$ cat src/rtl/mem_ctlr.sv
// mem_ctlr: arbitrates dcache/icache onto one memory port and steers returning tags to their owner.
// Define MEM_CTLR_RR_EN for round-robin arbitration; otherwise dcache has fixed priority.
`ifndef XLEN
`define XLEN 32
`endif
module mem_ctlr #(
  parameter int TAG_W = 4
) (
  input  logic              clock,
  input  logic              reset,
  input  logic [1:0]        dcache2ctlr_command,
  input  logic [`XLEN-1:0]  dcache2ctlr_addr,
  input  logic [63:0]       dcache2ctlr_data,
  input  logic [1:0]        icache2ctlr_command,
  input  logic [`XLEN-1:0]  icache2ctlr_addr,
  output logic [1:0]        proc2mem_command,
  output logic [`XLEN-1:0]  proc2mem_addr,
  output logic [63:0]       proc2mem_data,
  input  logic [TAG_W-1:0]  mem2proc_response,
  input  logic [63:0]       mem2proc_data,
  input  logic [TAG_W-1:0]  mem2proc_tag,
  output logic [TAG_W-1:0]  Ctlr2proc_response,
  output logic [63:0]       Ctlr2proc_data,
  output logic [TAG_W-1:0]  Ctlr2proc_tag,
  output logic [TAG_W-1:0]  Ctlr2icache_response,
  output logic [63:0]       Ctlr2icache_data,
  output logic [TAG_W-1:0]  Ctlr2icache_tag,
  output logic [TAG_W-1:0]  dcache_outstanding,
  output logic [TAG_W-1:0]  icache_outstanding,
  output logic              ctlr_err
);
  localparam int N = 1 << TAG_W;
  localparam logic [1:0] BUS_NONE = 2'd0;
  logic d_req, i_req, gnt, gnt_i, alloc, hit, own, same, ovr;
  logic [N-1:0] valid_q, valid_d, owner_q, owner_d;
  logic [TAG_W-1:0] d_cnt_q, d_cnt_d, i_cnt_q, i_cnt_d;
  logic err_q, err_d;
  assign d_req = dcache2ctlr_command != BUS_NONE;
  assign i_req = icache2ctlr_command != BUS_NONE;
  assign gnt = d_req | i_req;
`ifdef MEM_CTLR_RR_EN
  logic ptr_q, ptr_d;
  // ptr_q set means icache was the last accepted requester, so dcache wins the next conflict
  assign gnt_i = i_req & (~d_req | ~ptr_q);
  assign ptr_d = alloc ? gnt_i : ptr_q;
  always_ff @(posedge clock or negedge reset)
    if (!reset) ptr_q <= 1'b1;
    else ptr_q <= ptr_d;
`else
  assign gnt_i = i_req & ~d_req;
`endif
  assign proc2mem_command = gnt_i ? icache2ctlr_command : dcache2ctlr_command;
  assign proc2mem_addr = gnt_i ? icache2ctlr_addr : d_req ? dcache2ctlr_addr : '0;
  assign proc2mem_data = (d_req & ~gnt_i) ? dcache2ctlr_data : '0;
  assign Ctlr2proc_response = (d_req & ~gnt_i) ? mem2proc_response : '0;
  assign Ctlr2icache_response = gnt_i ? mem2proc_response : '0;
  assign hit = (mem2proc_tag != '0) & valid_q[mem2proc_tag];
  assign own = owner_q[mem2proc_tag];
  assign alloc = (mem2proc_response != '0) & gnt;
  // a tag returning and re-accepted on the same edge is a legal reuse, not a double accept
  assign same = hit & (mem2proc_tag == mem2proc_response);
  assign ovr = alloc & valid_q[mem2proc_response] & ~same;
  assign Ctlr2proc_tag = (hit & ~own) ? mem2proc_tag : '0;
  assign Ctlr2proc_data = (hit & ~own) ? mem2proc_data : '0;
  assign Ctlr2icache_tag = (hit & own) ? mem2proc_tag : '0;
  assign Ctlr2icache_data = (hit & own) ? mem2proc_data : '0;
  assign dcache_outstanding = d_cnt_q;
  assign icache_outstanding = i_cnt_q;
  assign ctlr_err = err_q;
  always_comb begin
    valid_d = valid_q;
    owner_d = owner_q;
    if (hit) valid_d[mem2proc_tag] = 1'b0;
    if (alloc) begin
      valid_d[mem2proc_response] = 1'b1;
      owner_d[mem2proc_response] = gnt_i;
    end
  end
  assign d_cnt_d = d_cnt_q + TAG_W'(alloc & ~gnt_i) - TAG_W'(hit & ~own)
                 - TAG_W'(ovr & ~owner_q[mem2proc_response]);
  assign i_cnt_d = i_cnt_q + TAG_W'(alloc & gnt_i) - TAG_W'(hit & own)
                 - TAG_W'(ovr & owner_q[mem2proc_response]);
  assign err_d = err_q | ovr;
  always_ff @(posedge clock or negedge reset)
    if (!reset) begin
      valid_q <= '0;
      owner_q <= '0;
      d_cnt_q <= '0;
      i_cnt_q <= '0;
      err_q <= 1'b0;
    end else begin
      valid_q <= valid_d;
      owner_q <= owner_d;
      d_cnt_q <= d_cnt_d;
      i_cnt_q <= i_cnt_d;
      err_q <= err_d;
    end
endmodule

$ cat config.mk
export PLATFORM = sky130hd
export DESIGN_NAME = mem_ctlr
export DESIGN_NICKNAME = d
export VERILOG_FILES = /design/src/rtl/mem_ctlr.sv
export SDC_FILE = /design/constraint.sdc
export NUM_CORES = 1
export LEC_CHECK = 0
export CAP_MARGIN = 20
export CORE_AREA = 2 2 179 181
export DETAILED_ROUTE_END_ITERATION = 6
export DIE_AREA = 0 0 181 183
export MAX_ROUTING_LAYER = met4
export PLACE_DENSITY = 0.5
export SYNTH_ARGS = -nofsm -noshare
export SYNTH_HDL_FRONTEND = slang
export SYNTH_SLANG_ARGS = --single-unit
$ cat constraint.sdc
create_clock -name clock -period 3.3 [get_ports clock]
set_input_delay 0.66 -clock clock [delete_from_list [all_inputs] [get_ports clock]]
set_output_delay 0.66 -clock clock [all_outputs]
set_load 0.02 [all_outputs]
* Word level (Yosys, flattened, before mapping) *
Cells that the tools add are included.

storage, ports and cells
  register bits after elaboration = 41
  bits of input ports = 206
  output and inout bits = 251
  logic and storage cells = 74

cells by class
  $add $sub $neg = 6
  order comparisons = 4
  equal/unequal tests = 1
  mux-type cells = 25
  bitwise logic cells = 27
  reductions and logical operators = 6

operator list
  cell                count
  $mux 64             3
  $mux 32             2
  $mux 16             2
  $and 16x16->16      1
  $bmux 1 s4          4
  $bwmux 16           1
  $mux 4              4
  $not 16->16         1
  $or 16x16->16       1
  $and 1x1->1         12
  $and 1x4->4         3
  $not 1->4           3
  $lt 4x5->1 const B  2
  $demux 1 s4         2
  $ge 4x1->1 const B  2
  $reduce_bool 4->1   2
  $sub 4x1->4         2
  $sub 4x4->4         2
  $mux 1              6
  $add 4x1->4         1
  $add 4x4->4         1
  $eq 4x4->1          1
  $not 1->1           4
  $reduce_bool 2->1   2
  3 further kinds     5

* Depth between registers and ports, before layout *
  word-level depth = 9
  mapped depth = 16
  gate-level depth less buffers = 13

* Least setup slack after synthesis *
OpenSTA, ideal clock, no wires.

  kind = input port to flip-flop
  start = input mem2proc_response[1]
  end = register i_cnt_q[3] (netlist: icache_outstanding[3])
  library setup time = 0.128 ns
  arrival time = 3.597 ns
  data required time = 3.172 ns
  path slack = -0.425 ns
  stages on the path = 14
  path buffers = 2
  cells stage by stage = clkbuf_1 buf_1 mux4_2 mux4_2 inv_1 nor2_1 fa_1 ha_1 inv_1 ha_1 inv_1 fa_1 xnor2_1 xnor2_1

on the way
  longest elaborated chain between the ends = 6
  elaborated cells on any way between the ends = 16
  those cells by class = 3 x add/sub; 1 x eq/ne; 4 x mux; 7 x bitwise; 1 x reduce/logical

RTL lines
  item                                               RTL line  source
  start: declaration                                 19        input logic [TAG_W-1:0] mem2proc_response,
  $reduce_bool 4->1, or another cell as far along    59        assign alloc = (mem2proc_response != '0) & gnt;
  $and 1x1->1, or another cell as far along          59
  $and 1x1->1, or another cell as far along          81        assign i_cnt_d = i_cnt_q + TAG_W'(alloc & gnt_i) - TAG_W'(hit & own)
  $add 4x1->4 / $and 1x1->1 (equally long branches)  81, 62
  $sub 4x1->4 / $and 1x1->1 (equally long branches)  81, 82
  $sub 4x1->4 (*)                                    82        - TAG_W'(ovr & owner_q[mem2proc_response]);
  named net i_cnt_d[3]                               36        logic [TAG_W-1:0] d_cnt_q, d_cnt_d, i_cnt_q, i_cnt_d;
  end signal: assignment                             95        i_cnt_q <= i_cnt_d;
  end: declaration                                   36

The timed path passes the listed nets; every way through them passes the cells marked *. The select of a mux whose other input is x is not followed.
A chain may end at the register's enable or synchronous reset.

* Worst setup path in the final report *
  start = input mem2proc_tag[0]
  end = register i_cnt_q[3] (netlist: icache_outstanding[3])

on the way
  longest elaborated chain between the ends = 8
  elaborated cells on any way between the ends = 14
  those cells by class = 2 x add/sub; 1 x eq/ne; 4 x mux; 6 x bitwise; 1 x reduce/logical

RTL lines
  item                                                                 RTL line  source
  start: declaration                                                   21        input logic [TAG_W-1:0] mem2proc_tag,
  parallel branches: the longest is 7 deep, another holds $sub 4x1->4  -
  $sub 4x1->4 (*)                                                      82
  named net i_cnt_d[3]                                                 36

Mark *: on every way through the listed nets, which the timed path passes. The select of a mux whose other input is x is not followed.

==> flow_summary.toml <==
[final_layout]
final_cell_mix = "sky130_fd_sc_hd__clkdlybuf4s50_1 (285), sky130_fd_sc_hd__and3_1 (129), sky130_fd_sc_hd__buf_2 (109)"
final_common_cell = "sky130_fd_sc_hd__clkdlybuf4s50_1"
post_route_insts_no_fill = 1434
fin_area_mm2 = 0.0105
layout-drive-gt1-share = 0.347
layout-area-overhead-vs-synth_pct = 141
fin_nets = 1246
layout.filler_cells = 3296
post-route-util = 0.335

[route]
via_per_inst = 4.31
first_pass_iters = 5
dr.first_iter.drc_count = 215
drt_drc_violations_left = 0
drtAntennaViolNets = 0
routed_wire_length_um = 29700
vias = 6183
routed_wire_per_std_cell_um = 20.7

[global_routing]
grt_max_degree = 42
number_of_antenna_violations_at_the_first_check_in_global_routing = 2
grt.total_usage = 0.176
grt_pass1_wl_um = 42000
grt_pass1_vias = 6318
grt.overflow.total = 0

[timing]
report.final.setup_viol = 19
timing.final.max_slew_violations = 0
fmax_mhz = 298
setup_ws_ps = -54.1
report.final.hold_viol_count = 0
slew_headroom = 0.380
min_period_over_period = 1.02
period_minus_slack_ps = 3350
final.setup_skew_ps = 6.36
grt_setup_unrepaired = "yes"
timing_worst_slew_pin_value_ps = 930

[power_and_ir_drop]
p_clk_frac = 0.144
power_report.internal_total_w = 0.00240
total_power_w = 0.00398
switching_share = 0.397
vdd_drop_max_uv = 195
power.net_switching_w = 0.00158
power.combinational.fraction = 0.667
power_frac_seq = 0.189
pwr_density_cell_mw_per_mm2 = 380
leakagePower_nw = 5.07

[clock_network]
cts_tree = "built"
cts_root_buffer = "sky130_fd_sc_hd__clkbuf_16"
clock_insertion_delay_worst_skew_ps = 280
cts_made_buffers = 5
clk_transition_reported_paths_ps = 60
cts.htree.levels = 2
tritoncts_num_sinks = 41
clock_tree.buffer_depth = 2

[yosys]
postSynthNetCount = 726
postSynthCellCount = 510
area_of_the_mapped_netlist_mm2 = 0.00434
synth.top_cells.by_area = "sky130_fd_sc_hd__dfrtp_1 (24%), sky130_fd_sc_hd__and3_1 (19%), sky130_fd_sc_hd__and2_1 (9.9%)"
synthesis.yosys.warnings = 0
ys_types = 48
yosysTopAreaCell = "sky130_fd_sc_hd__dfrtp_1"
synth_flop_cell = "sky130_fd_sc_hd__dfrtp_1"
synth-seq-cells = 41
synthArstFlopShare = 1.00
synth-seq-area-share = 0.236
netlist.area_leader.share = 0.236
synth_edf_count = 0
synthesis.area_per_instance_um2 = 8.51

[worst_setup_path]
worstPathRequired_ps = 3470
cp_slowest_cell = "sky130_fd_sc_hd__mux4_2"
worstRegToRegCells = 15
rr_endpoint = "icache_outstanding[3]$_DFF_PN0_"
crit_chain = "buf_12 -> mux4_2 -> mux2_4 -> o21ai_4 -> buf_8 -> buf_12 -> buf_6 -> a21oi_4 -> fa_2 -> inv_2 -> ha_4 -> ha_4 -> inv_2 -> fa_2 -> xnor2_2 -> xnor2_1"
critical-path-max-stage-delay_ps = 500
ff_to_ff_setup_slack_ps = 40
worstReg2RegStart = "owner_q[10]$_DFFE_PN0P_"
criticalPathCategory = "primary input to flop"
critPathArrivalTime_ps = 3520
crit_fanout = 5
nature_of_the_critical_path_endpoint = "flop"
worstSetupStartpointType = "primary input"

[placed_design]
portBuffers = 456
gp_congestion = 0.855
placement.cell_area_mm2 = 0.00977
dp_cells = 1368
detailedPlacementHpwl_um = 23600
pre_cts_ws_ps = -823

[min_path]
whs_endpoint = "valid_q[0]$_DFF_PN0_"
holdCritPathClass = "flop to flop"
worst_min_path_start = "valid_q[0]$_DFF_PN0_"
min_path_cells = 0

[floorplan]
floorplan.rows = 65
die_h_um = 183
ioPinCount = 457
die_w_um = 181
floorplan.core_area_mm2 = 0.0312
initial_core_util = 0.139
die_area_mm2 = 0.0331

[outcome]
run_status = "finished with violations"
failed_checks = "setup timing"

[flow_run]
drv.max_cap_violation_count = 0
## per-stage QoR
| stage | setup TNS [ps] | hold slack, ps |
|---|---|---|
| global placement | -99140 | 363 |
| global route | -1500 | 400 |
| floorplan | -641 | 364 |
| CTS | -3040 | 377 |
| detailed placement | -99630 | 365 |
| finish | -445 | 375 |
## cell usage after synthesis (all sizes together) (2+ instances only)
library cell and n:
a21oi 3, a22o 32, and2 69, and3 134, buf 19, clkbuf 41
dfrtp 41, fa 4, ha 6, inv 17, mux2 14, mux2i 7
mux4 13, nand2 17, nand2b 8, nand3 5, nor2 12, nor3 5
nor4 2, o211ai 4, o21ai 19, o22ai 3, o31ai 7, o41ai 4
or2 3, or3 2, or4 2, xnor2 4, xor2 4
## power groups by stage
stage | clock network, W | registers [W] | logic (W)
after floorplan | 0 | 0.000775 | 0.00110
after global placement | 0 | 0.000753 | 0.00229
after detailed placement | 0 | 0.000754 | 0.00229
after CTS | 0.000582 | 0.000750 | 0.00261
after global routing | 0.000608 | 0.000767 | 0.00282
final | 0.000571 | 0.000752 | 0.00265
## repair_timing
action | 4_1_cts | 5_1_grt
gates cloned | 12 | 0
gates resized for setup | 625 | 47
setup buffers | 37 | 11
hold buffers | 0 | 0
pin swaps | 22 | 22
setup endpoints to repair | 145 | 170
endpoints found under the hold margin | 0 | 0
## worst max-delay path: cells and delay by family
family | cells | cell delay, ps
adders and majority gates | 4 | 1080
AOI/OAI and AO/OA | 2 | 190
xor gates and xnor gates | 2 | 280
muxes | 2 | 800
buffers and inverters | 6 | 510
## worst max path at each step
| stage | startpoint | to | slack (ps) | cells after the start |
|---|---|---|---|---|
| 4_1_cts | mem2proc_tag[0] | icache_outstanding[3]$_DFF_PN0_ | -120 | 17 |
| 3_5_place_dp | mem2proc_tag[0] | icache_outstanding[3]$_DFF_PN0_ | -820 | 15 |
| 2_1_floorplan | mem2proc_tag[0] | icache_outstanding[3]$_DFF_PN0_ | -220 | 14 |
| 3_3_place_gp | mem2proc_response[0] | dcache_outstanding[3]$_DFF_PN0_ | -840 | 17 |
| 5_1_grt | mem2proc_tag[0] | icache_outstanding[3]$_DFF_PN0_ | -140 | 16 |
| 6_report | mem2proc_tag[0] | icache_outstanding[3]$_DFF_PN0_ | -50 | 16 |
## cell type report
class,instances,area (µm²),share of cell area
repair buffers,572,5440,0.520
flip-flops and latches,41,1030,0.0980
inverters,17,66.3,0.00634
well taps,402,503,0.0481
clock buffers,7,143,0.0136
multi-input cells,393,3250,0.311
diodes,1,2.50,0.000239
clock inverters,1,30.0,0.00287
## registers in the layout, indices dropped and copies added (netlist names)
signal / flops
valid_q: 16
icache_outstanding: 4
ctlr_err: 1
owner_q: 16
dcache_outstanding: 4
## per-layer routing
| layer | vias to the layer above | GRT usage | share of wire |
|---|---|---|---|
| met5 | - | - | 0 |
| met3 | 38 | 0.0332 | 0.067 |
| met1 | 2915 | 0.187 | 0.37 |
| met4 | 0 | 0.0442 | 0.026 |
| li1 | 2871 | - | - |
| met2 | 359 | 0.335 | 0.54 |
## kinds of logic (layout without fill, tap and decap cells)
kind of cell,count (synthesis),after routing,share of synthesized area
XOR/XNOR,8,8,0.0161
multiplexers,34,34,0.122
buffers and inverters,77,597,0.0922
adder cells (fa/ha/maj),10,10,0.0357
other,0,1,0
AO/OA/AOI/OAI,78,78,0.137
flip-flops,41,41,0.236
AND/OR/NAND/NOR,262,263,0.361
Note: power is estimated with default switching activity, not from simulation.
